### config.mk
export PLATFORM = sky130hd
export DESIGN_NAME = event_injector
export DESIGN_NICKNAME = d
export VERILOG_FILES = /design/src/rtl/event_injector.sv
export SDC_FILE = /design/constraint.sdc
export NUM_CORES = 1
export LEC_CHECK = 0
export ABC_CLOCK_PERIOD_IN_PS = 18300
export CAP_MARGIN = 20
export CORE_MARGIN = 1
export CORE_UTILIZATION = 29
export CTS_CLUSTER_DIAMETER = 200
export DETAILED_ROUTE_END_ITERATION = 8
export HOLD_SLACK_MARGIN = 0.02
export PLACE_DENSITY_LB_ADDON = 0.3
export SLEW_MARGIN = 0
export SYNTH_ARGS = -nofsm -noshare
export SYNTH_HDL_FRONTEND = slang
export SYNTH_SLANG_ARGS = --single-unit
### constraint.sdc
create_clock -name clk -period 18.3 [get_ports clk]
set_clock_uncertainty 0.2 [all_clocks]
set_input_delay 1.83 -clock clk [delete_from_list [all_inputs] [get_ports clk]]
set_output_delay 1.83 -clock clk [all_outputs]
set_load 0.005 [all_outputs]
### src/rtl/event_injector.sv
// event_injector: buffers timestamped events and emits each on stage 0 of the LLC frame.
// Optional: define EVENT_INJECTOR_FRAME_CNT_EN to add the frame_cnt output.
module event_injector #(
    parameter int DATA_W  = 64,
    parameter int DELTA_W = 32,
    parameter int DEPTH   = 8,
    parameter int PHASES  = 4
) (
    input  logic                       clk,
    input  logic                       rst,
    input  logic                       en,
    input  logic                       wr_valid,
    output logic                       wr_ready,
    input  logic [DATA_W-1:0]          wr_data,
    input  logic [DELTA_W-1:0]         wr_delta,
    output logic [DATA_W-1:0]          input_a,
    output logic                       new_input,
    output logic [$clog2(PHASES)-1:0]  stage,
    output logic                       busy
`ifdef EVENT_INJECTOR_FRAME_CNT_EN
    ,
    output logic [31:0]                frame_cnt
`endif
);

    localparam int SW = $clog2(PHASES);
    localparam int AW = $clog2(DEPTH);
    localparam int CW = AW + 1;

    typedef enum logic {
        IDLE,
        WAIT
    } state_t;

    state_t state_q, state_d;

    logic [DATA_W-1:0]  mem_data  [DEPTH];
    logic [DELTA_W-1:0] mem_delta [DEPTH];
    logic [AW-1:0]      wptr, rptr;
    logic [CW-1:0]      count, count_next;

    logic [DATA_W-1:0]  data_q;
    logic [DELTA_W-1:0] cnt_q;

    logic push, pop, emit, dec;
    logic empty, frame_b;

    assign push       = wr_valid && wr_ready;
    assign empty      = (count == '0);
    assign frame_b    = en && (stage == SW'(PHASES - 1));
    assign count_next = count + CW'(push) - CW'(pop);
    assign busy       = !empty || (state_q != IDLE);

    // Stage counter: free-running LLC phase, frozen while disabled
    always_ff @(posedge clk or negedge rst) begin
        if (!rst) begin
            stage <= '0;
        end else if (en) begin
            stage <= stage + SW'(1);
        end
    end

    // FIFO storage has no reset; only pointers and count are cleared
    always_ff @(posedge clk) begin
        if (push) begin
            mem_data[wptr]  <= wr_data;
            mem_delta[wptr] <= wr_delta;
        end
    end

    // FIFO pointers, occupancy and registered ready
    always_ff @(posedge clk or negedge rst) begin
        if (!rst) begin
            wptr     <= '0;
            rptr     <= '0;
            count    <= '0;
            wr_ready <= 1'b1;
        end else begin
            if (push) wptr <= wptr + AW'(1);
            if (pop)  rptr <= rptr + AW'(1);
            count    <= count_next;
            wr_ready <= (count_next != CW'(DEPTH));
        end
    end

    // FSM state register
    always_ff @(posedge clk or negedge rst) begin
        if (!rst) begin
            state_q <= IDLE;
        end else begin
            state_q <= state_d;
        end
    end

    // FSM next state: leave WAIT only when the slot fires with nothing queued
    always_comb begin
        state_d = state_q;
        unique case (state_q)
            IDLE: if (en && !empty) state_d = WAIT;
            WAIT: if (frame_b && cnt_q == '0 && empty) state_d = IDLE;
            default: state_d = IDLE;
        endcase
    end

    // FSM outputs: pop, emit and countdown strobes
    always_comb begin
        pop  = 1'b0;
        emit = 1'b0;
        dec  = 1'b0;
        unique case (state_q)
            IDLE: pop = en && !empty;
            WAIT: begin
                if (frame_b) begin
                    if (cnt_q == '0) begin
                        emit = 1'b1;
                        pop  = !empty;
                    end else begin
                        dec = 1'b1;
                    end
                end
            end
            default: ;
        endcase
    end

    // Current event: load on pop, count frames down otherwise
    always_ff @(posedge clk or negedge rst) begin
        if (!rst) begin
            data_q <= '0;
            cnt_q  <= '0;
        end else if (pop) begin
            data_q <= mem_data[rptr];
            cnt_q  <= mem_delta[rptr];
        end else if (dec) begin
            cnt_q <= cnt_q - DELTA_W'(1);
        end
    end

    // Monitor port: one-cycle pulse, value held between emissions
    always_ff @(posedge clk or negedge rst) begin
        if (!rst) begin
            new_input <= 1'b0;
            input_a   <= '0;
        end else begin
            new_input <= emit;
            if (emit) input_a <= data_q;
        end
    end

`ifdef EVENT_INJECTOR_FRAME_CNT_EN
    // Frame counter for timestamping emissions
    always_ff @(posedge clk or negedge rst) begin
        if (!rst) begin
            frame_cnt <= '0;
        end else if (frame_b) begin
            frame_cnt <= frame_cnt + 32'd1;
        end
    end
`endif

endmodule

-- Word level (Yosys, flattened, before mapping)
Memories as Yosys holds them, arrays and structs flattened. A register that Yosys moved wholly into a read port is not among the register bits.
Index checks and enable logic that the tools add are counted.
- $add $sub $neg: 6
- eq/ne operators: 2
- mux-type cells: 16
- bitwise logic cells: 1
- reduce and logical (&&, ||, !) cells: 11
- operators with widths (cell ; number):
    $mux W32 ; 2
    $logic_not A32 Y1 ; 1
    $sub A32 B1 Y32 const B ; 1
    $mux W1 ; 12
    $add A3 B1 Y3 const B ; 2
    $logic_and A1 B1 Y1 ; 5
    $add A4 B1 Y4 ; 1
    $logic_not A4 Y1 ; 1
    $ne A4 B4 Y1 const B ; 1
    $pmux W1 S2 ; 2
    $sub A4 B1 Y4 ; 1
    $add A2 B1 Y2 const B ; 1
    $eq A2 B2 Y1 const B ; 1
    $logic_not A1 Y1 ; 2
    $reduce_bool A2 Y1 ; 1
    $logic_or A1 B1 Y1 ; 1
    $not A1 Y1 ; 1
- register bits after elaboration: 111
- bits in writable memories: 768
- memories kept: 2
- memories (memory ; words ; bits a word ; rd ports ; clocked after Yosys merged registers in ; wr ports ; RTL line ; text):
    mem_data ; 8 ; 64 ; 1 ; 1 ; 1 ; 37 ; logic [DATA_W-1:0] mem_data [DEPTH];
    mem_delta ; 8 ; 32 ; 1 ; 0 ; 1 ; 38 ; logic [DELTA_W-1:0] mem_delta [DEPTH];

-- Longest topological paths before layout
Gate-level depths: netlist (run 1).
- word-level depth: 7
- mapped depth: 16
- mapped depth without buffers: 13

-- Worst setup path after synthesis (run 1)
OpenSTA, ideal clock, no wires.
- path kind: input -> register
- start point: in wr_valid
- end point: mem mem_data[0][0], enable pin
- arrival time: 8765 ps
- setup slack: 8667 ps
- stages: 3
- cell sequence: nand2_1 > or2_2 > nor3_1
- cells in the longest elaborated chain, start to end: 3
- ends and longest elaborated chain (item ; RTL line ; text):
    start, declared ; 12 ; input logic wr_valid,
    $logic_and A1 B1 Y1 ; 48 ; assign push = wr_valid && wr_ready;
    $mux W1 ; 65 ; if (push) begin
    $mux W1 (not written as such) ; 66 ; mem_data[wptr] <= wr_data;
    end, declared ; 37 ;
Every way passes these cells.

-- Worst setup path in the final report (run 1)
- start point: in wr_valid
- end point: mem mem_delta[2][15], enable pin
- cells in the longest elaborated chain, start to end: 3
- ends and longest elaborated chain (item ; RTL line ; text):
    $logic_and A1 B1 Y1 ; 48 ;
    $mux W1 ; 65 ;
    $mux W1 (not written as such) ; 67 ; mem_delta[wptr] <= wr_delta;
    end, declared ; 38 ;
Every way passes these cells.

==> results of run 1 <==
==> critical path: cells and delay by family <==
family / cells / cell delay [ns]
buf+inv: 3 / 1.95
simple gates: 3 / 0.70
==> logic make-up (layout without fill, tap and decap cells) <==
family,after synthesis,in the layout
flip-flops,943,943
multiplexers,340,340
AND/OR/NAND/NOR,196,196
AO/OA/AOI/OAI,141,141
buffers and inverters,100,392
XOR/XNOR,22,22
adder cells (fa/ha/maj),10,10
other,0,3
==> power groups by stage <==
stage | logic, W | clock network, W | registers [W]
2_1_floorplan | 0.000546 | 0 | 0.00274
3_3_place_gp | 0.000792 | 0 | 0.00275
3_5_place_dp | 0.000802 | 0 | 0.00277
4_1_cts | 0.000805 | 0.00198 | 0.00272
5_1_grt | 0.000852 | 0.00206 | 0.00274
6_report | 0.000776 | 0.00193 | 0.00272
==> flip-flops by register name (all words and copies together) (netlist names) <==
register	count
cnt_q	32
count	4
data_q	64
input_a	64
mem_data	512
mem_delta	256
new_input	1
rptr	3
stage	2
state_q	1
wptr	3
wr_ready	1
==> routing by layer <==
layer  wire length [um]  global-route usage, %  up-vias
met2              39370                  21.43      341
met3               4238                  2.794      112
met4               1454                  3.086       14
met5                 76                      0        -
met1              34860                  16.94     9004
li1                   -                      -     7506
==> cell usage in the layout (no fill, tap or decap), types with 5 or more instances in the layout <==
master           synthesis  routed
mux2i_1                 78      78
inv_1                   12      12
clkinv_2                 0      15
or4_1                    6       6
xnor2_1                 19      19
nand2_1                 89      89
mux2_1                  40      40
or3_1                    7       7
clkbuf_1                53      28
buf_4                    2      27
a211oi_1                17      17
a21oi_1                 25      25
clkbuf_16                0      98
clkdlybuf4s50_1          0     167
mux2_2                  30      30
clkbuf_8                 0      12
clkinv_1                 0      12
mux4_2                 192     192
nor2_4                   0       7
dfrtp_1                174     171
nor2b_1                 14      14
ha_1                     9       9
nand3_1                 10      10
inv_6                    0       5
bufinv_16                0       5
nor3_1                  14      12
nor2_1                  21      15
nor4_1                   9       9
o21ai_0                 76      76
edfxtp_1               768     768
==> synthesized netlist by cell type, types with 2 or more instances <==
library cell,count,area [um^2]
edfxtp_1,768,23060
mux4_2,192,4324
dfrtp_1,174,4354
nand2_1,89,334.1
mux2i_1,78,780.8
o21ai_0,76,380.4
clkbuf_1,53,198.9
mux2_1,40,450.4
mux2_2,30,337.8
a21oi_1,25,125.1
nor2_1,21,78.83
buf_1,19,71.32
xnor2_1,19,166.4
a211oi_1,17,127.6
nor2b_1,14,87.58
nor3_1,14,70.07
inv_1,12,45.04
nand3_1,10,50.05
ha_1,9,112.6
nor4_1,9,56.30
buf_2,7,35.03
buf_6,7,78.83
or3_1,7,43.79
or4_1,6,45.04
a22oi_1,3,22.52
and3_1,3,18.77
nand2b_1,3,18.77
nand4_1,3,18.77
o211ai_1,3,22.52
o31ai_1,3,22.52
or2_2,3,18.77
or4_4,3,33.78
xor2_1,3,26.28
buf_4,2,15.01
nand3b_1,2,15.01
nor3b_1,2,15.01
o2111ai_1,2,17.52
==> final cells by class <==
cell class	instances	area [um^2]
Antenna cell	3	7.507
Clock buffer	137	2709
Clock inverter	46	410.4
Fill cell	11457	79680
Inverter	12	45.04
Multi-Input combinational cell	709	8090
Sequential cell	943	27450
Tap cell	1625	2033
Timing Repair Buffer	197	1928
==> through the flow <==
stage	hold slack, ns	util [%]	power [W]	worst slack [ns]	instance area, um^2
after global routing	0.3079	34.87	0.005659	13.57	42670
after detailed placement	0.2684	32.32	0.003567	13.05	39550
after CTS	0.2819	34.87	0.005509	13.75	42670
after global placement	0.2580	32.32	0.003544	13.08	39550
after floorplan	0.2444	-	0.003288	8.667	35910
final	0.2806	34.88	0.005418	13.78	42680
==> worst paths after layout <==
check | start | end | slack [ns] | depth (start not counted)
max reg2reg | cnt_q[0] | wr_ready | 13.85 | 13
min | data_q[45] | data_q[45] | 0.28 | 2
max in group asynchronous | rst | rptr[2] | 15.56 | 2
min in group asynchronous | rst | input_a[37] | 1.00 | 1
min reg2reg | data_q[45] | data_q[45] | 0.28 | 2
max | wr_valid | mem_delta[2][15] | 13.78 | 6
==> flow_metrics.tcl, run 1 <==
set metrics [dict create \
    p_clk_share_pct 35.5 \
    max-vdd-ir-drop_mv 0.06485 \
    grt_pass1_vias 18454 \
    io_buffers 168 \
    cap_violations 0 \
    switching_share_pct 25.02 \
    final.period_utilization_pct 24.70 \
    critPathSlowestCell "buf_4" \
    leakagePower_nw 14.06 \
    hp-class "reg2reg" \
    post-cts-setup-buffer-count 0 \
    syn_inst 1752 \
    firstDrtPassIters 5 \
    finalWorstPathRequiredPeriod_ns 4.521 \
    area_growth_pct 18.84 \
    setup_violations 0 \
    wirelength_mm 80.00 \
    dp_hpwl_mm 45.97 \
    ant_nets 0 \
    combPwrFrac_pct 14.3 \
    drc 0 \
    place_congestion 0.7854 \
    clkTransAtPathRegs_ns 0.06 \
    hold_violations 0 \
    critPathCaptureType "register" \
    cp-start-kind "input pin" \
    dr.first_iter.drc_count 1111 \
    ctsHoldBuffers 0 \
    synth_seq_cells 943 \
    grt_max_degree 152 \
    synthArstFlopShare_pct 18.56 \
    grt_usage_pct 12.81 \
    die_x_um 353.9 \
    path_cells "clkdlybuf4s50_1 -> nand2_1 -> or2_2 -> nor2_4 -> buf_4 -> buf_4" \
    htree_levels 3 \
    final_nets 2070 \
    via_per_inst 4.623 \
    synth_edf_count 768 \
    pwr-share-seq_pct 50.1 \
    synthAdderAreaFrac_pct 0.3693 \
    post_drt_wl_per_cell_um 21.79 \
    syn-num-nets 1862 \
    clock_latency_ns 0.66 \
    gr-total-overflow 0 \
    synth-compound-area-share_pct 2.289 \
    crit_type "in2reg" \
    powerDensity_nw_per_um2 127.0 \
    rsz0062_at_grt "false" \
    core_area_um2 122400 \
    run_status "finished, final reports clean" \
    cts_tree "yes" \
    ys_types 58 \
    slew-limit-headroom_pct 26.11 \
    fmax_mhz 221.2 \
    ys.flop_type "edfxtp_1" \
    clockBufferDepth 3 \
    synthXorXnorAreaFrac_pct 0.5366 \
    internal_power_w 0.004063 \
    instances_no_fill 3672 \
    netSwitchingPower_w 0.001356 \
    setup_tns_ns 0 \
    antenna_found_initial 19 \
    synth_area_per_cell_um2 20.50 \
    finalMaxSlewViolations 0 \
    synth-simple-area-share_pct 2.739 \
    crit_top_cell "buf_4" \
    critPathRequiredTime_ns 18.37 \
    cts_sinks 943 \
    cp_data_arrival_time_ns 4.59 \
    synth_seq_area_share_pct 76.42 \
    drive_gt1_share_pct 20.55 \
    ys_warn_count 0 \
    cts_resized 0 \
    grt_first_pass_wirelength_mm 120.5 \
    tightest_slew_ns 1.108 \
    dieArea_um2 125200 \
    die_h_um 353.9 \
    cts_buffers 97 \
    synth_top_family_by_area "multiplexers" \
    io_pins 169 \
    rows 128 \
    vias 16977 \
    dp.cells 3486 \
    muxShareOfSynthArea_pct 16.41 \
    synth_area_um2 35910 \
    timing.critical_path.slowest_cell_delay_ns 0.73 \
    clockRootBuffer "clkbuf_16" \
    initial_core_util_pct 29.35 \
    crit_fanout 54 \
]
(Power assumes the default switching activity.)
==> run 2, diff against run 1 <==
--- a/config.mk
+++ b/config.mk
@@ -5,7 +5,7 @@
 export SDC_FILE = /design/constraint.sdc
 export NUM_CORES = 1
 export LEC_CHECK = 0
-export ABC_CLOCK_PERIOD_IN_PS = 18300
+export ABC_CLOCK_PERIOD_IN_PS = 3900
 export CAP_MARGIN = 20
 export CORE_MARGIN = 1
 export CORE_UTILIZATION = 29
==> constraint.sdc (replaced) <==
create_clock -name clk -period 3.9 [get_ports clk]
set_clock_uncertainty 0.2 [all_clocks]
set_input_delay 0.39 -clock clk [delete_from_list [all_inputs] [get_ports clk]]
set_output_delay 0.39 -clock clk [all_outputs]
set_load 0.005 [all_outputs]
==> run 2 against run 1 <==
Via count grew 1.2%. Worst hold slack worse by 0.22 ns. Sequential power grew to 4.7 times the previous value. Power increased to 4.9 times the previous value. Non-clock buffer count grew 25. Flip-flop and latch count did not move. Critical path depth grew 7. Wire length up 3.6%. Clock-buffer cell count decreased by 9. Die area did not move. Clock power grew to 5.0 times the previous value. Critical endpoint is now wr_ready. Highest routed layer unchanged.
==> flow_metrics.tcl, run 2 (synthesis results as in run 1) <==
set metrics [dict create \
    cp_data_arrival_time_ns 4.05 \
    p_total_w 0.02629 \
    io_buffers 168 \
    gr-total-overflow 0 \
    post-cts-setup-buffer-count 0 \
    die_h_um 353.9 \
    pre_cts_slack_ns 0.1634 \
    setup_tns_ns 0 \
    hold_violations 0 \
    fmax_mhz 274.6 \
    rows 128 \
    ant_nets 0 \
    cts_buffers 100 \
    final_area_um2 43530 \
    grt_first_pass_wirelength_mm 123.7 \
    final_nets 2098 \
    drive_gt1_share_pct 22.17 \
    grt_max_degree 75 \
    crit_path_start "cnt_q[0]" \
    antenna_found_initial 11 \
    dp.cells 3510 \
    htree_levels 3 \
    via_per_inst 4.640 \
    wirelength_mm 82.91 \
    fin_ws_ns 0.2587 \
    instances_no_fill 3702 \
    final_common_cell "edfxtp_1" \
    dr.first_iter.drc_count 1240 \
    top_register "mem_data" \
    cts_sinks 943 \
    vias 17179 \
    dieArea_um2 125200 \
    grt_pass1_vias 18891 \
    final_cell_mix "edfxtp_1 (768), mux4_2 (192), dfrtp_1 (171), clkdlybuf4s50_1 (167), clkbuf_16 (102)" \
    largest_register_ffs 512 \
    firstDrtPassIters 5 \
    powerDensity_nw_per_um2 603.8 \
    leakagePower_nw 14.42 \
    clockRootBuffer "clkbuf_16" \
    crit_type "reg2reg" \
    slew-limit-headroom_pct 28.84 \
    initial_core_util_pct 29.35 \
    final.period_utilization_pct 93.37 \
    tightest_slew_ns 1.067 \
    place_congestion 0.7631 \
    hp-class "in2async" \
    cts_tree "yes" \
    io_pins 169 \
    crit_path_end "wr_ready" \
    setup_violations 0 \
    clockBufferDepth 3 \
    dp_hpwl_mm 45.33 \
    finalMaxSlewViolations 0 \
    clkTransAtPathRegs_ns 0.06 \
    critPathRequiredTime_ns 4.31 \
    cap_violations 0 \
    reg2reg_slack_ns 0.26 \
    clock_latency_ns 0.69 \
    r2r_end "wr_ready" \
    grt_usage_pct 13.36 \
    crit_fanout 18 \
    core_area_um2 122400 \
    r2r-start "cnt_q[0]" \
    die_x_um 353.9 \
    critPathCaptureType "register" \
    run_status "finished, final reports clean" \
    ff2ff_path_depth 13 \
    reg.largest.list "mem_data (512), mem_delta (256)" \
    max-vdd-ir-drop_mv 0.3596 \
    cp-start-kind "register" \
    post_drt_wl_per_cell_um 22.39 \
    area_growth_pct 21.22 \
    finalWorstPathRequiredPeriod_ns 3.641 \
    drc 0 \
    placed_area_um2 40090 \
]
[run 2: changes by cell type in the layout (fill, tap and decap cells not counted), sizes merged]
cell,before,now
clkinvlp,4,5
inv,19,16
dlygate4sd3,0,1
clkinv,30,41
clkbuf,138,129
bufinv,5,11
buf,29,53
diode,3,2
[run 2: report_power, final]
group          switching, W  total [W]  internal, W  leakage [nW]
clock               0.00397    0.00969      0.00572          1.66
sequential         0.000475     0.0127       0.0122          9.23
combinational       0.00213    0.00390      0.00177          3.53
total               0.00657     0.0263       0.0197          14.4
[run 2: area by class of cell]
| class | count | area [um^2] |
|---|---|---|
| repair buffers | 222 | 2476 |
| inverters | 12 | 45.04 |
| flip-flops and latches | 943 | 27450 |
| clock buffers | 128 | 2740 |
| fillers | 11345 | 78830 |
| diodes | 2 | 5.005 |
| well taps | 1625 | 2033 |
| clock inverters | 61 | 666.9 |
| multi-input cells | 709 | 8112 |
[run 2: metal layers]
| layer | part of all wire (%) | track usage (%) | vias up |
|---|---|---|---|
| li1 | - | - | 7581 |
| met3 | 4.8 | 2.799 | 123 |
| met1 | 44 | 17.42 | 9134 |
| met5 | 0.090 | 0 | - |
| met4 | 1.9 | 3.552 | 12 |
| met2 | 50 | 22.55 | 329 |
[run 2: worst min-delay path by stage]
stage	end	depth (start not counted)	start	slack (ns)
global route	data_q[37]	2	rst	0.12
detailed placement	data_q[37]	1	rst	0.26
floorplan	cnt_q[0]	0	rst	-0.11
CTS	data_q[37]	2	rst	0.08
finish	data_q[37]	2	rst	0.06
global placement	data_q[37]	1	rst	0.26
[run 2: per-stage QoR]
stage	hold slack [ns]	utilization (%)
after global placement	0.2592	32.77
final	0.06442	35.58
after floorplan	-0.1056	-
after global routing	0.1203	35.58
after CTS	0.08299	35.56
after detailed placement	0.2636	32.77
[run 2: critical path, cell delays in order, from the launching register on]
cell     delay [ns]
dfrtp_1        0.41
inv_1          0.13
ha_1           0.16
or4b_2         0.58
or4_4          0.46
nor4_4         0.28
or2_2          0.19
buf_8          0.17
nand2_1        0.09
ha_1           0.29
a21o_1         0.19
a21oi_1        0.19
xor2_1         0.19
nand2_1        0.07
[run 2: repair_timing]
item                                   CTS  global route
setup endpoints to repair                0             2
gates resized for setup                  0             4
endpoints found under the hold margin   72             0
hold buffers                             1             0
==> run 3, diff against run 2 <==
--- a/config.mk
+++ b/config.mk
@@ -7,7 +7,7 @@
 export LEC_CHECK = 0
 export ABC_CLOCK_PERIOD_IN_PS = 3900
 export CAP_MARGIN = 20
-export CORE_MARGIN = 1
+export CORE_MARGIN = 2
 export CORE_UTILIZATION = 29
 export CTS_CLUSTER_DIAMETER = 200
 export DETAILED_ROUTE_END_ITERATION = 8
==> run 3 against run 2 <==
Maximum frequency increased by 0.14%. Largest cell class unchanged. First-iteration DRC count decreased by 0.24%. Largest power group unchanged. Cell count increased by 0.65%. Sequential share of layout area decreased by 0.24 points. Highest routed layer unchanged. Power decreased by 0.19%. Non-clock buffer count increased by 14. Combinational power increased by 2%. Register-to-register slack about the same. Wire length about the same.
==> flow_metrics.tcl, run 3 (synthesis results as in run 1) <==
set metrics [dict create \
    finalMaxSlewViolations 0 \
    cp-start-kind "register" \
    fmax_mhz 275.0 \
    final_cell_mix "edfxtp_1 (768), mux4_2 (192), dfrtp_1 (171), clkdlybuf4s50_1 (167), clkbuf_16 (101)" \
    setup_violations 0 \
    clkTransAtPathRegs_ns 0.06 \
    rsz0062_at_grt "false" \
    gr-total-overflow 0 \
    finalWorstPathRequiredPeriod_ns 3.636 \
    critPathRequiredTime_ns 4.30 \
    grt_usage_pct 13.17 \
    crit_family "simple AND/OR/NAND/NOR gates" \
    crit_fanout 4 \
    final_area_um2 43700 \
    crit_type "reg2reg" \
    core_area_um2 123300 \
    post-cts-setup-buffer-count 0 \
    tightest_slew_ns 1.017 \
    cp_data_arrival_time_ns 4.04 \
    dp_hpwl_mm 47.53 \
    dr.first_iter.drc_count 1237 \
    nFillCells 11499 \
    critPathCaptureType "register" \
    via_per_inst 4.630 \
    r2r-start "cnt_q[0]" \
    rows 129 \
    reg2reg_slack_ns 0.26 \
    dieArea_um2 126700 \
    firstDrtPassIters 5 \
    cts_buffers 99 \
    io_pins 169 \
    clockRootBuffer "clkbuf_16" \
    timing.critical_path.slowest_cell_delay_ns 0.60 \
    die_x_um 355.9 \
    crit_path_start "cnt_q[0]" \
    critPathSlowestCell "or4b_2" \
    grt_first_pass_wirelength_mm 123.8 \
    area_growth_pct 21.68 \
    grt_max_degree 79 \
    wirelength_mm 82.92 \
    reg.largest.list "mem_data (512), mem_delta (256)" \
    antenna_found_initial 13 \
    run_status "finished, final reports clean" \
    drive_gt1_share_pct 22.57 \
    io_buffers 168 \
    fin_ws_ns 0.2637 \
    drc 0 \
    grt_pass1_vias 18814 \
    final_nets 2111 \
    cts_sinks 943 \
    powerDensity_nw_per_um2 600.4 \
    clockBufferDepth 3 \
    hold_violations 0 \
    cts_tree "yes" \
    slew-limit-headroom_pct 32.23 \
    top_register "mem_data" \
    clock_latency_ns 0.69 \
    path_cells "inv_1 -> ha_1 -> or4b_2 -> or4_4 -> nor4_4 -> or2_2 -> xnor2_1 -> ha_1 -> inv_1 -> fa_1 -> inv_1 -> nor3_2 -> nand2_1" \
    pre_cts_slack_ns 0.2048 \
    die_h_um 355.9 \
    initial_core_util_pct 29.12 \
    vias 17251 \
    final_common_cell "edfxtp_1" \
    post_drt_wl_per_cell_um 22.25 \
    largest_register_ffs 512 \
    place_congestion 0.7708 \
    worst-path-buf-inv 3 \
    cap_violations 0 \
    ant_nets 0 \
    placed_area_um2 40330 \
    max-vdd-ir-drop_mv 0.3394 \
    final.period_utilization_pct 93.24 \
    leakagePower_nw 14.51 \
    htree_levels 3 \
    hp-class "in2async" \
    crit_top_cell "inv_1" \
]
## run 3: cell types whose count changed in the layout (fill, tap and decap cells not counted), moves of 3 or more
cell        change
clkinv_2        -3
clkinv_1        -5
clkinvlp_4      -3
clkbuf_1        +6
buf_12          +9
bufinv_16       -4
clkbuf_8        +9
buf_4           +6
## run 3: where the power goes
part | leakage, nW | internal (W) | switching [W]
combinational | 3.64 | 0.00184 | 0.00215
clock | 1.64 | 0.00559 | 0.00395
sequential | 9.23 | 0.0122 | 0.000481
## run 3: timing repair
action / in CTS / in global routing
resized for setup: 0 / 2
setup endpoints to repair: 0 / 1
hold endpoints to repair: 73 / 0
hold buffers: 1 / 0
## run 3: final timing paths
kind / cells after the start / end
min: 2 / data_q[36]
max: 13 / wr_ready
min in group clk: 3 / wptr[2]
max reg2reg: 13 / wr_ready
min reg2reg: 2 / data_q[57]
max in group asynchronous: 3 / data_q[16]
## run 3: per-layer routing
| metal | GRT usage (%) | up-vias | routed length (um) |
|---|---|---|---|
| met4 | 3.620 | 16 | 1539 |
| met1 | 16.91 | 9202 | 35740 |
| met2 | 22.49 | 306 | 41590 |
| met5 | 0 | - | 103 |
| li1 | - | 7608 | - |
| met3 | 2.791 | 119 | 3953 |
## run 3: metrics by stage
step	total power [W]	setup TNS [ns]	cells	util, %	hold WS [ns]
2_1_floorplan	0.01538	-787.05	1752	-	-0.1056
3_3_place_gp	0.01694	0	3535	32.69	0.2576
3_5_place_dp	0.01705	0	3536	32.70	0.2701
4_1_cts	0.02668	0	3724	35.42	0.1115
5_1_grt	0.02742	0	3725	35.43	0.1909
6_report	0.02624	0	3726	35.44	0.1403
## run 3: cell type report
class	instances	area, um^2	area share [%]
Inverter	12	45.04	0.1031
Tap cell	1637	2048	4.687
Multi-Input combinational cell	709	8112	18.56
Clock inverter	45	485.5	1.111
Antenna cell	2	5.005	0.01145
Timing Repair Buffer	236	2686	6.148
Sequential cell	943	27450	62.83
Clock buffer	142	2861	6.548
